<file path="src/rtl/fb_packetizer.sv">
// fb_packetizer: turns accepted pixels and frame_done requests into two-word
// packets (header, data) for the frame-buffer interface FIFO.
module fb_packetizer #(
    parameter int unsigned H_RES  = 640,
    parameter int unsigned V_RES  = 480,
    parameter int unsigned DATA_W = 32
) (
    input  logic                     clk,
    input  logic                     rst,
    input  logic                     px_valid,
    output logic                     px_ready,
    input  logic [$clog2(H_RES)-1:0] px_x,
    input  logic [$clog2(V_RES)-1:0] px_y,
    input  logic [23:0]              px_color,
    input  logic                     frame_done,
    input  logic                     fifo_full,
    output logic                     fifo_we,
    output logic [DATA_W-1:0]        fifo_wdata,
    output logic [1:0]               itf_packet_type,
    output logic [15:0]              frame_cnt,
    output logic                     oob_err
);

    typedef enum logic [2:0] {
        StIdle,
        StPxHdr,
        StPxData,
        StEofHdr,
        StEofData
    } state_e;

    localparam logic [1:0] TypeNone  = 2'b00;
    localparam logic [1:0] TypePixel = 2'b01;
    localparam logic [1:0] TypeEof   = 2'b10;

    state_e      state_q, state_d;
    logic        eof_pend_q, eof_pend_d;
    logic [29:0] addr_q, addr_d;
    logic [23:0] color_q, color_d;
    logic [15:0] frame_cnt_q, frame_cnt_d;
    logic        oob_err_q, oob_err_d;
    logic        px_in_range;
    logic        word_wr;
    logic [31:0] word;

    assign px_in_range = (32'(px_x) < H_RES) && (32'(px_y) < V_RES);

    // Word content depends only on registered state, so it stays put under fifo_full.
    always_comb begin
        px_ready        = (state_q == StIdle) && !eof_pend_q && !frame_done;
        word_wr         = (state_q != StIdle) && !fifo_full && !rst;
        word            = '0;
        itf_packet_type = TypeNone;
        unique case (state_q)
            StIdle: ;
            StPxHdr: begin
                word            = {TypePixel, addr_q};
                itf_packet_type = TypePixel;
            end
            StPxData: begin
                word            = {8'h00, color_q};
                itf_packet_type = TypePixel;
            end
            StEofHdr: begin
                word            = {TypeEof, 30'd0};
                itf_packet_type = TypeEof;
            end
            StEofData: begin
                word            = {16'h0000, frame_cnt_q};
                itf_packet_type = TypeEof;
            end
            default: ;
        endcase
    end

    assign fifo_we    = word_wr;
    assign fifo_wdata = DATA_W'(word);
    assign frame_cnt  = frame_cnt_q;
    assign oob_err    = oob_err_q;

    always_comb begin
        state_d     = state_q;
        eof_pend_d  = eof_pend_q | frame_done;
        addr_d      = addr_q;
        color_d     = color_q;
        frame_cnt_d = frame_cnt_q;
        oob_err_d   = oob_err_q;
        unique case (state_q)
            StIdle: begin
                // Entering EOF_HDR clears the pending flag and absorbs a coincident pulse.
                if (eof_pend_q) begin
                    state_d    = StEofHdr;
                    eof_pend_d = 1'b0;
                end else if (px_valid && px_ready) begin
                    addr_d  = 30'(px_y) * 30'(H_RES) + 30'(px_x);
                    color_d = px_color;
                    if (px_in_range) begin
                        state_d = StPxHdr;
                    end else begin
                        oob_err_d = 1'b1;
                    end
                end
            end
            StPxHdr:  if (word_wr) state_d = StPxData;
            StPxData: if (word_wr) state_d = StIdle;
            StEofHdr: if (word_wr) state_d = StEofData;
            StEofData: begin
                if (word_wr) begin
                    state_d     = StIdle;
                    frame_cnt_d = frame_cnt_q + 16'd1;
                end
            end
            default: state_d = StIdle;
        endcase
    end

    always_ff @(posedge clk) begin
        if (rst) begin
            state_q     <= StIdle;
            eof_pend_q  <= 1'b0;
            addr_q      <= '0;
            color_q     <= '0;
            frame_cnt_q <= '0;
            oob_err_q   <= 1'b0;
        end else begin
            state_q     <= state_d;
            eof_pend_q  <= eof_pend_d;
            addr_q      <= addr_d;
            color_q     <= color_d;
            frame_cnt_q <= frame_cnt_d;
            oob_err_q   <= oob_err_d;
        end
    end

endmodule

</file>
<file path="config.mk">
export PLATFORM = sky130hd
export DESIGN_NAME = fb_packetizer
export DESIGN_NICKNAME = d
export VERILOG_FILES = /design/src/rtl/fb_packetizer.sv
export SDC_FILE = /design/constraint.sdc
export NUM_CORES = 1
export LEC_CHECK = 0
export BUFFER_PORTS_ARGS = -buffer_cell sky130_fd_sc_hd__buf_2
export CORE_MARGIN = 2
export CORE_UTILIZATION = 45
export CTS_CLUSTER_SIZE = 8
export DETAILED_ROUTE_END_ITERATION = 12
export HOLD_SLACK_MARGIN = 0.06
export PLACE_DENSITY = 0.78
export SYNTH_ARGS = -nofsm -noshare
export SYNTH_HDL_FRONTEND = slang
export SYNTH_SLANG_ARGS = --single-unit
</file>
<file path="constraint.sdc">
create_clock -name clk -period 3 [get_ports clk]
set_input_delay 0.15 -clock clk [delete_from_list [all_inputs] [get_ports clk]]
set_output_delay 0.15 -clock clk [all_outputs]
set_load 0.005 [all_outputs]
</file>
# Yosys cells after proc, flatten, opt, wreduce, memory -nomap -nowiden
# Cells that the tools add are included.
[word_totals] latch_bits=0 output_inout_bits=53 register_bits=75 memories=0 elab_cells=53 rom_bits=0 mem_bits_rw=0
[classes] n_eq_ne=9 addsub=2 mul=1 n_mux=11 shift=0 n_bitwise=3 magnitude_cmp=2 reduce_logical=19 n_div=0
[op_table] operator="$pmux 32 s4" count=1
[op_table] operator="$add 19x10->20" count=1
[op_table] operator="$mux 3" count=6
[op_table] operator="$add 16x1->16 const B" count=1
[op_table] operator="$mul 9x3->12 const B" count=1
[op_table] operator="$pmux 3 s4" count=1
[op_table] operator="$lt 10x10->1 const B" count=1
[op_table] operator="$lt 9x9->1 const B" count=1
[op_table] operator="$eq 3x2->1 const B" count=2
[op_table] operator="$logic_and 1x1->1" count=6
[op_table] operator="$reduce_or 2->1" count=3
[op_table] operator="$reduce_and 5->1" count=1
[op_table] operator="$logic_not 1->1" count=4
[op_table] operator="$ne 2x2->1 const B" count=2
[op_table] operator="$pmux 2 s2" count=1
[op_table] operator="$reduce_and 4->1" count=1
[op_table] operator="$eq 3x1->1 const B" count=1
[op_table] operator="$eq 3x3->1 const B" count=1
[op_table] operator="$logic_not 3->1" count=1
[op_table] operator="$ne 3x2->1 const B" count=1
[op_table] operator="$ne 3x3->1 const B" count=1
[op_table] operator="$reduce_and 3->1" count=1
[op_table] operator="$reduce_bool 3->1" count=1
[op_table] operator="$mux 1" count=2
[op_table] operator="other kinds (4)" count=5

# Depth between registers and ports, before layout
# Gate-level depths: netlist (run 1).
[logic_depth] depth_word=7 mapped_depth=10 depth_no_buf=10

# Worst setup path after synthesis (run 1)
# OpenSTA, ideal clock, no wires.
[synth_timing] path_kind="input-to-reg" start="in px_y[1]" end="reg addr_q[18]" t_required_ns=2.912 setup_ns=0.088 arrival_ns=2.197 setup_slack_ns=0.714 stages=10 cell_sequence="ha_1 ha_1 inv_1 fa_1 xnor2_1 nand3b_1 nor4_4 nand3_2 nand3b_1 a311oi_2"
[synth_via] elab_chain_len=2
[synth_lines] element="start, declared" line_no="13" source="input logic [$clog2(V_RES)-1:0] px_y,"
[synth_lines] element="$mul 9x3->12" line_no="95" source="addr_d = 30'(px_y) * 30'(H_RES) + 30'(px_x);"
[synth_lines] element="$add 19x10->20" line_no="95"
[synth_lines] element="end signal, assigned" line_no="128" source="addr_q <= addr_d;"
[synth_lines] element="end, declared" line_no="38" source="logic [29:0] addr_q, addr_d;"
# Every way passes these cells.
# A chain may end at the register's enable or synchronous reset.

# Worst setup path in the final report (run 1)
[layout_timing] start="reg state_q[0]" end="out fifo_wdata[7]"
[layout_via] elab_chain_len=2 elab_cells_between_ends=5 cone_classes="eq/ne (4); mux (1)"
[layout_lines] element="start, declared" line_no="36" source="state_e state_q, state_d;"
[layout_lines] element="start signal, assigned" line_no="119" source="state_q <= StIdle;"
[layout_lines] element="start signal, assigned" line_no="126" source="state_q <= state_d;"
[layout_lines] element="$eq 3x3->1 (tied with other cells)" line_no="54" source="unique case (state_q)"
[layout_lines] element="$pmux 32 s4 (*)" line_no="54"
[layout_lines] element="end, declared" line_no="18" source="output logic [DATA_W-1:0] fifo_wdata,"
# Mark *: on every way between the ends. The rest lies on a longest branch, timed or not.

==> impl_metrics.yaml, run 1 <==
pwr:
  p_sw_mw: 0.5945
  vdd.ir_drop.worst_v: 0.0002315
  share_clk_of_total_power_pct: 34.3
  seqPwrFrac_pct: 44.7
  power_report.internal_total_mw: 1.505
  netSwitchingFraction_pct: 28.32
  power.share.combinational_pct: 21.0
  static-leakage-power_nw: 1.918
  power.density_cell_area_mw_per_mm2: 465.0
placement:
  dp_hpwl_um: 6509
  placedInstanceArea_mm2: 0.004065
  weighted_congestion_at_the_end_of_routability_driven_global_placement: 0.8367
  detailedPlace.worstSlack_ns: 0.3804
  port_buf_inserts: 94
worst_setup_path:
  startpoint: "state_q[0]"
  timing.critical_path.from_type: "register"
  worstPathRequired_ns: 2.85
  setup.worst_path.class: "register to output port"
  worst_r2r_startpoint: "state_q[0]"
  type_of_element_capturing_the_critical_path: "output port"
  critical_path.max_fanout: 10
  critPathArrivalTime_ns: 2.27
logic_synthesis:
  yosysWarnings: 0
  synth-edff-count: 0
  synth.lib_cells_used.distinct: 52
  number_of_instances_in_the_synthesized_netlist: 449
  dominantRegCellSynth: "sky130_fd_sc_hd__dfxtp_1"
  ys_ff_latch: 65
  asyncSetResetFlopFracSynth_pct: 0
  synthDominantCellAreaShare_pct: 36.59
  synth.area.top_cells: "sky130_fd_sc_hd__dfxtp_1, sky130_fd_sc_hd__nand2_1, sky130_fd_sc_hd__ha_1"
  avgSynthCellArea_um2: 7.920
  yosysTopAreaCell: "sky130_fd_sc_hd__dfxtp_1"
  synth_area_mm2: 0.003556
  ys_seq_area_share_pct: 36.59
floorplanning:
  fp.dieW_um: 92.90
  core_mm2: 0.007687
  starting_density_of_the_core_pct: 46.26
  die-height_um: 92.90
  io_pins: 101
  full_die_area_mm2: 0.008629
  num_rows: 32
layout:
  multiInputGateArea_mm2: 0.002091
  design.final.nets: 626
  layout.area.seq_mm2: 0.001301
  num-fill-cells: 696
  final_core_area_utilization_pct: 58.72
  final_layout_size_suffix_gt1_share_pct: 22.38
  area_growth_pct: 26.95
  n_antenna_cell: 0
  design_area_mm2: 0.004514
clocking:
  clkLatencyLatePin_ns: 0.34
  h-tree-depth: 3
  postCtsResizedCells: 0
  cts_root_buf: "sky130_fd_sc_hd__clkbuf_8"
  clkTransAtPathRegs_ns: 0.07
  cts_sinks: 65
  cts_inserted_buffers: 9
  tritoncts_clock_tree: "built"
  cts.path.max_buffers: 2
detailed_routing:
  vias_per_cell: 5.211
  total_wire_length_after_detailed_routing_um: 9181
  routedWlPerCell_um: 13.81
  drtPass1Iterations: 5
  drt_iter0_drc: 222
  antenna_violating_nets_post_route: 0
  drc: 0
  vias: 3465
timing:
  timing.final.max_slew_violations: 0
  final_worst_path_period_share_pct: 80.76
  tightestPinTransition_ns: 0.9283
  final.hold.worst_slack_ns: 0.06186
  clock-skew-final_ns: 0.007432
  final_hold_viol_count: 0
  unrepaired_setup_endpoints_after_global_routing: "no"
  max_freq_mhz: 412.8
  final.min_clock_period_ns: 2.423
  final_critical_path_setup_slack_ns: 0.5773
  totalNegativeSetupSlack_ns: 0
  slew_headroom_pct: 37.98
  setup_viol: 0
global_routing:
  grt_start_max_net_pins: 37
  global_route.overflow_total: 0
  gr-usage-all-layers_pct: 21.29
  first_global_vias: 3235
  wire_length_of_the_first_global_routing_pass_um: 14860
  antenna_found_initial: 0
job:
  maxCapViolCount: 0
status:
  status: "completed"
worst_hold_path:
  holdCritStartpoint: "px_color[2]"
  hp-class: "input port to register"
[worst max-delay path: stages (launching register included)]
cell and delay (ns):
sky130_fd_sc_hd__dfxtp_1 0.53, sky130_fd_sc_hd__nor2b_1 0.61, sky130_fd_sc_hd__buf_4 0.29, sky130_fd_sc_hd__a22oi_1 0.09
sky130_fd_sc_hd__o21ai_0 0.24, sky130_fd_sc_hd__buf_2 0.17
[power groups by stage]
stage	Combinational [mW]	Clock (mW)	Sequential, mW
after global placement	0.398	0	0.955
after detailed placement	0.411	0	0.957
after global routing	0.492	0.766	0.943
after floorplan	0.311	0	0.941
after CTS	0.438	0.729	0.937
final	0.441	0.720	0.938
[synthesized netlist by cell type, drive strengths merged (6+ instances only)]
cell type and n:
nor2b 6, xor2 14, nand3 11, o21ai 22
buf 13, nand2 91, dfxtp 65, clkbuf 20
inv 8, a21oi 43, a211oi 7, nor2 40
and2 6, nor3 9, xnor2 10, ha 18
a22oi 16
[logic make-up (layout without fill, tap and decap cells)]
| family | after synthesis | count (layout) | share of synthesized area (%) |
|---|---|---|---|
| compound gates | 103 | 103 | 18.51 |
| xor+xnor | 24 | 24 | 5.911 |
| fa+ha+maj | 20 | 20 | 7.460 |
| buf+inv | 41 | 150 | 5.172 |
| flops | 65 | 65 | 36.59 |
| mux | 1 | 1 | 0.2815 |
| other cells | 1 | 6 | 0.1055 |
| simple gates | 194 | 194 | 25.97 |
[state kept, by name, indices dropped and copies added, names as in the netlist]
register,flops
state_q,3
eof_pend_q,1
frame_cnt,16
oob_err,1
color_q,24
addr_q,20
[what timing repair did]
item                      CTS  global route
hold buffers               25             1
buffers inserted            0             0
hold endpoints to repair   25             1
[metrics by stage]
stage,total power [mW],std cells
2_1_floorplan,1.252,454
6_report,2.099,665
4_1_cts,2.104,664
5_1_grt,2.200,665
3_5_place_dp,1.368,623
3_3_place_gp,1.353,623
[area by class of cell]
type | count | area share (%)
Sequential cell | 65 | 28.82
Timing Repair Buffer | 126 | 17.18
Inverter | 8 | 0.6652
Clock buffer | 13 | 3.298
Tap cell | 102 | 2.827
Multi-Input combinational cell | 348 | 46.31
Clock inverter | 3 | 0.8869
[placed cells by master (no fill, tap or decap), types with 3 or more instances in the layout]
cell and n:
sky130_fd_sc_hd__ha_1 18, sky130_fd_sc_hd__a22oi_1 16, sky130_fd_sc_hd__nor2b_1 6, sky130_fd_sc_hd__nand2_1 91, sky130_fd_sc_hd__and2_1 6, sky130_fd_sc_hd__xnor2_1 10
sky130_fd_sc_hd__dlygate4sd3_1 26, sky130_fd_sc_hd__nor3b_1 4, sky130_fd_sc_hd__nand2b_1 4, sky130_fd_sc_hd__o21ai_1 6, sky130_fd_sc_hd__or2_2 3, sky130_fd_sc_hd__conb_1 6
sky130_fd_sc_hd__buf_4 6, sky130_fd_sc_hd__dfxtp_1 65, sky130_fd_sc_hd__clkbuf_8 10, sky130_fd_sc_hd__nor2_1 40, sky130_fd_sc_hd__xor2_1 14, sky130_fd_sc_hd__and3_1 3
sky130_fd_sc_hd__inv_1 8, sky130_fd_sc_hd__a21oi_1 43, sky130_fd_sc_hd__a22o_1 4, sky130_fd_sc_hd__nor3_1 8, sky130_fd_sc_hd__buf_2 94, sky130_fd_sc_hd__nand4_1 5
sky130_fd_sc_hd__nand3_1 10, sky130_fd_sc_hd__o21ai_0 16, sky130_fd_sc_hd__a211oi_1 6, sky130_fd_sc_hd__clkbuf_1 3
[metal layers]
metal	part of all wire (%)	up-vias	GRT usage, %
met2	51	82	38.16
met3	4.1	12	3.417
met4	1.2	0	6.618
met5	0	-	0
met1	44	1621	26.00
li1	-	1750	-
[final timing paths]
check                       end  depth (start not counted)  slack, ns
setup / recovery  fifo_wdata[7]                          5       0.58
setup reg to reg     color_q[4]                          5       0.87
hold reg to reg     color_q[23]                          2       0.45
hold / removal       color_q[2]                          3       0.06
No activity file was read; power rests on OpenSTA's default activity.
==> inputs of run 2 (changes only) <==
- ABC_AREA: not set -> 1
- PLACE_DENSITY: 0.78 -> 0.8
- clock period: 3 -> 2.15 ns (I/O delays scaled with it)
==> run 2 against run 1 <==
Against the previous run: die area is 4.3% higher; critical path depth grew 7; highest routed layer unchanged; largest cell class unchanged; via count up 11%; synthesized cell count increased by 20%; flip-flop and latch count stayed put.
==> impl_metrics.yaml, run 2 <==
floorplanning:
  fp.dieW_um: 94.89
  die-height_um: 94.89
  num_rows: 33
  starting_density_of_the_core_pct: 45.93
  io_pins: 101
  full_die_area_mm2: 0.009004
  core_mm2: 0.008093
timing:
  max_freq_mhz: 526.2
  final.min_clock_period_ns: 1.900
  clock-skew-final_ns: 0.006347
  final.hold.worst_slack_ns: 0.06509
  timing.final.max_slew_violations: 0
  slew_headroom_pct: 53.00
  final_worst_path_period_share_pct: 88.40
  tightestPinTransition_ns: 0.7042
  unrepaired_setup_endpoints_after_global_routing: "no"
  setup_viol: 0
  final_hold_viol_count: 0
worst_setup_path:
  crit_path_max_incr_delay_ns: 0.42
  worstPathCellList: "buf_2 -> ha_1 -> ha_1 -> inv_1 -> fa_1 -> nor2_1 -> nand3_2 -> nor2_1 -> nand3_1 -> xnor2_1 -> o21ai_0 -> inv_1"
  worst_r2r_startpoint: "frame_cnt[0]"
  type_of_element_capturing_the_critical_path: "register"
  r2r_end: "frame_cnt[15]"
  timing.critical_path.from_type: "input port"
  critical_path.max_fanout: 3
  crit_slowest_cell: "sky130_fd_sc_hd__fa_1"
  critPathTopFamily: "adder cells"
  worstPathRequired_ns: 2.38
  critPathArrivalTime_ns: 2.13
  setup.worst_path.class: "input port to register"
  crit_path_buffers_inverters: 3
  reg2reg_setup_slack_ns: 0.50
  depth_of_the_worst_register_to_register_path: 8
logic_synthesis:
  yosysTopAreaCell: "sky130_fd_sc_hd__dfxtp_1"
  synth_most_common_cell: "sky130_fd_sc_hd__nand2_1"
  synth.lib_cells_used.distinct: 38
  avgSynthCellArea_um2: 6.871
  ys_top_cells_by_count: "sky130_fd_sc_hd__nand2_1, sky130_fd_sc_hd__nor2_1, sky130_fd_sc_hd__dfxtp_1, sky130_fd_sc_hd__inv_1, sky130_fd_sc_hd__o21ai_0"
  synth.area.top_cells: "sky130_fd_sc_hd__dfxtp_1, sky130_fd_sc_hd__nand2_1, sky130_fd_sc_hd__nor2_1"
  synthDominantCellAreaShare_pct: 35.01
  synth_area_mm2: 0.003717
  synth-edff-count: 0
  yosysWarnings: 0
  ys_ff_latch: 65
  asyncSetResetFlopFracSynth_pct: 0
  number_of_instances_in_the_synthesized_netlist: 541
  dominantRegCellSynth: "sky130_fd_sc_hd__dfxtp_1"
  ys_seq_area_share_pct: 35.01
clocking:
  clkTransAtPathRegs_ns: 0.06
  holdBufCountCts: 25
  tritoncts_clock_tree: "built"
  clkLatencyLatePin_ns: 0.34
  h-tree-depth: 3
  cts_inserted_buffers: 9
  cts_sinks: 65
  setup_fix_bufs_post_cts: 0
  postCtsResizedCells: 0
  cts.path.max_buffers: 2
  cts_root_buf: "sky130_fd_sc_hd__clkbuf_8"
layout:
  largest_register: "color_q"
  largest_register_ffs: 24
  num-fill-cells: 766
  final_layout_size_suffix_gt1_share_pct: 20.96
  design.final.nets: 731
  layout.cells.most_common_list: "sky130_fd_sc_hd__nand2_1, sky130_fd_sc_hd__buf_2, sky130_fd_sc_hd__nor2_1, sky130_fd_sc_hd__dfxtp_1, sky130_fd_sc_hd__inv_1"
  area_growth_pct: 28.14
  n_antenna_cell: 0
detailed_routing:
  drtPass1Iterations: 5
  drc: 0
  vias_per_cell: 4.992
  total_wire_length_after_detailed_routing_um: 9899
  antenna_violating_nets_post_route: 0
  routedWlPerCell_um: 12.81
  drt_iter0_drc: 225
  vias: 3859
status:
  status: "completed"
global_routing:
  antenna_found_initial: 0
  global_route.overflow_total: 0
  wire_length_of_the_first_global_routing_pass_um: 16050
  grt_start_max_net_pins: 47
  first_global_vias: 3593
  gr-usage-all-layers_pct: 22.68
pwr:
  vdd.ir_drop.worst_v: 0.0003271
  power.density_cell_area_mw_per_mm2: 816.2
  design_power_total_mw: 3.888
  static-leakage-power_nw: 2.273
worst_hold_path:
  min_path_cells: 3
  hp-class: "input port to register"
  holdCritStartpoint: "px_x[1]"
  hold-path-endpoint: "addr_q[1]"
placement:
  port_buf_inserts: 94
  weighted_congestion_at_the_end_of_routability_driven_global_placement: 0.8774
  dp_hpwl_um: 7256
job:
  maxCapViolCount: 0
## run 2: cell families (layout without fill, tap and decap cells)
kind of cell / count (synthesis) / after routing / synth area share, %
simple gates: 240 / 240 / 28.78
compound gates: 114 / 114 / 16.83
buf+inv: 95 / 217 / 10.74
flops: 65 / 65 / 35.01
fa+ha+maj: 20 / 20 / 7.136
xor+xnor: 6 / 6 / 1.414
other cells: 1 / 6 / 0.1009
## run 2: metrics by stage
step           worst slack [ns]  std cells  cell area (um2)  util (%)  setup TNS (ns)
3_3_place_gp          -0.005521        732             4290     53.01       -0.005521
2_1_floorplan            0.1360        546             3736         -               0
4_1_cts                  0.2596        773             4763     58.86               0
5_1_grt                 0.07087        773             4763     58.86               0
6_report                 0.2495        773             4763     58.86               0
3_5_place_dp           -0.09968        732             4290     53.01         -0.3785
## run 2: how the worst max path moves through the flow
stage | cells after the start | slack, ns | endpoint | start
6_report | 12 | 0.25 | addr_q[15] | px_y[1]
5_1_grt | 13 | 0.07 | addr_q[16] | px_y[1]
4_1_cts | 12 | 0.26 | addr_q[15] | px_y[1]
3_5_place_dp | 12 | -0.1 | addr_q[15] | px_y[1]
3_3_place_gp | 12 | -0.006 | addr_q[15] | px_y[1]
2_1_floorplan | 11 | 0.14 | addr_q[15] | px_y[1]
## run 2: worst register-to-register path, delay by kind of cell (launching register included)
| family | cells | cell delay [ns] |
|---|---|---|
| flops | 1 | 0.35 |
| compound gates | 1 | 0.15 |
| buf+inv | 1 | 0.10 |
| simple gates | 6 | 0.95 |
## run 2: area by class of cell
| type | count | area (um2) | share of cell area (%) |
|---|---|---|---|
| Clock buffer | 14 | 162.7 | 3.415 |
| Clock inverter | 2 | 60.06 | 1.261 |
| Inverter | 71 | 269.0 | 5.647 |
| Multi-Input combinational cell | 386 | 2036 | 42.74 |
| Sequential cell | 65 | 1301 | 27.32 |
| Tap cell | 105 | 131.4 | 2.758 |
| Timing Repair Buffer | 130 | 803.3 | 16.86 |
## run 2: metal layers
layer / vias to the layer above / wire [um] / GRT usage (%) / share of wire [%]
met4: 0 / 221 / 8.937 / 2.2
li1: 1992 / - / - / -
met1: 1753 / 4342 / 28.06 / 44
met3: 17 / 512 / 4.948 / 5.2
met2: 97 / 4823 / 38.36 / 49
met5: - / 0 / 0 / 0
## run 2: where the power goes
part / total [mW] / leakage, nW / switching (mW) / internal [mW]
clock: 1.16 / 0.111 / 0.438 / 0.718
combinational: 1.29 / 1.63 / 0.819 / 0.468
sequential: 1.44 / 0.529 / 0.0782 / 1.37
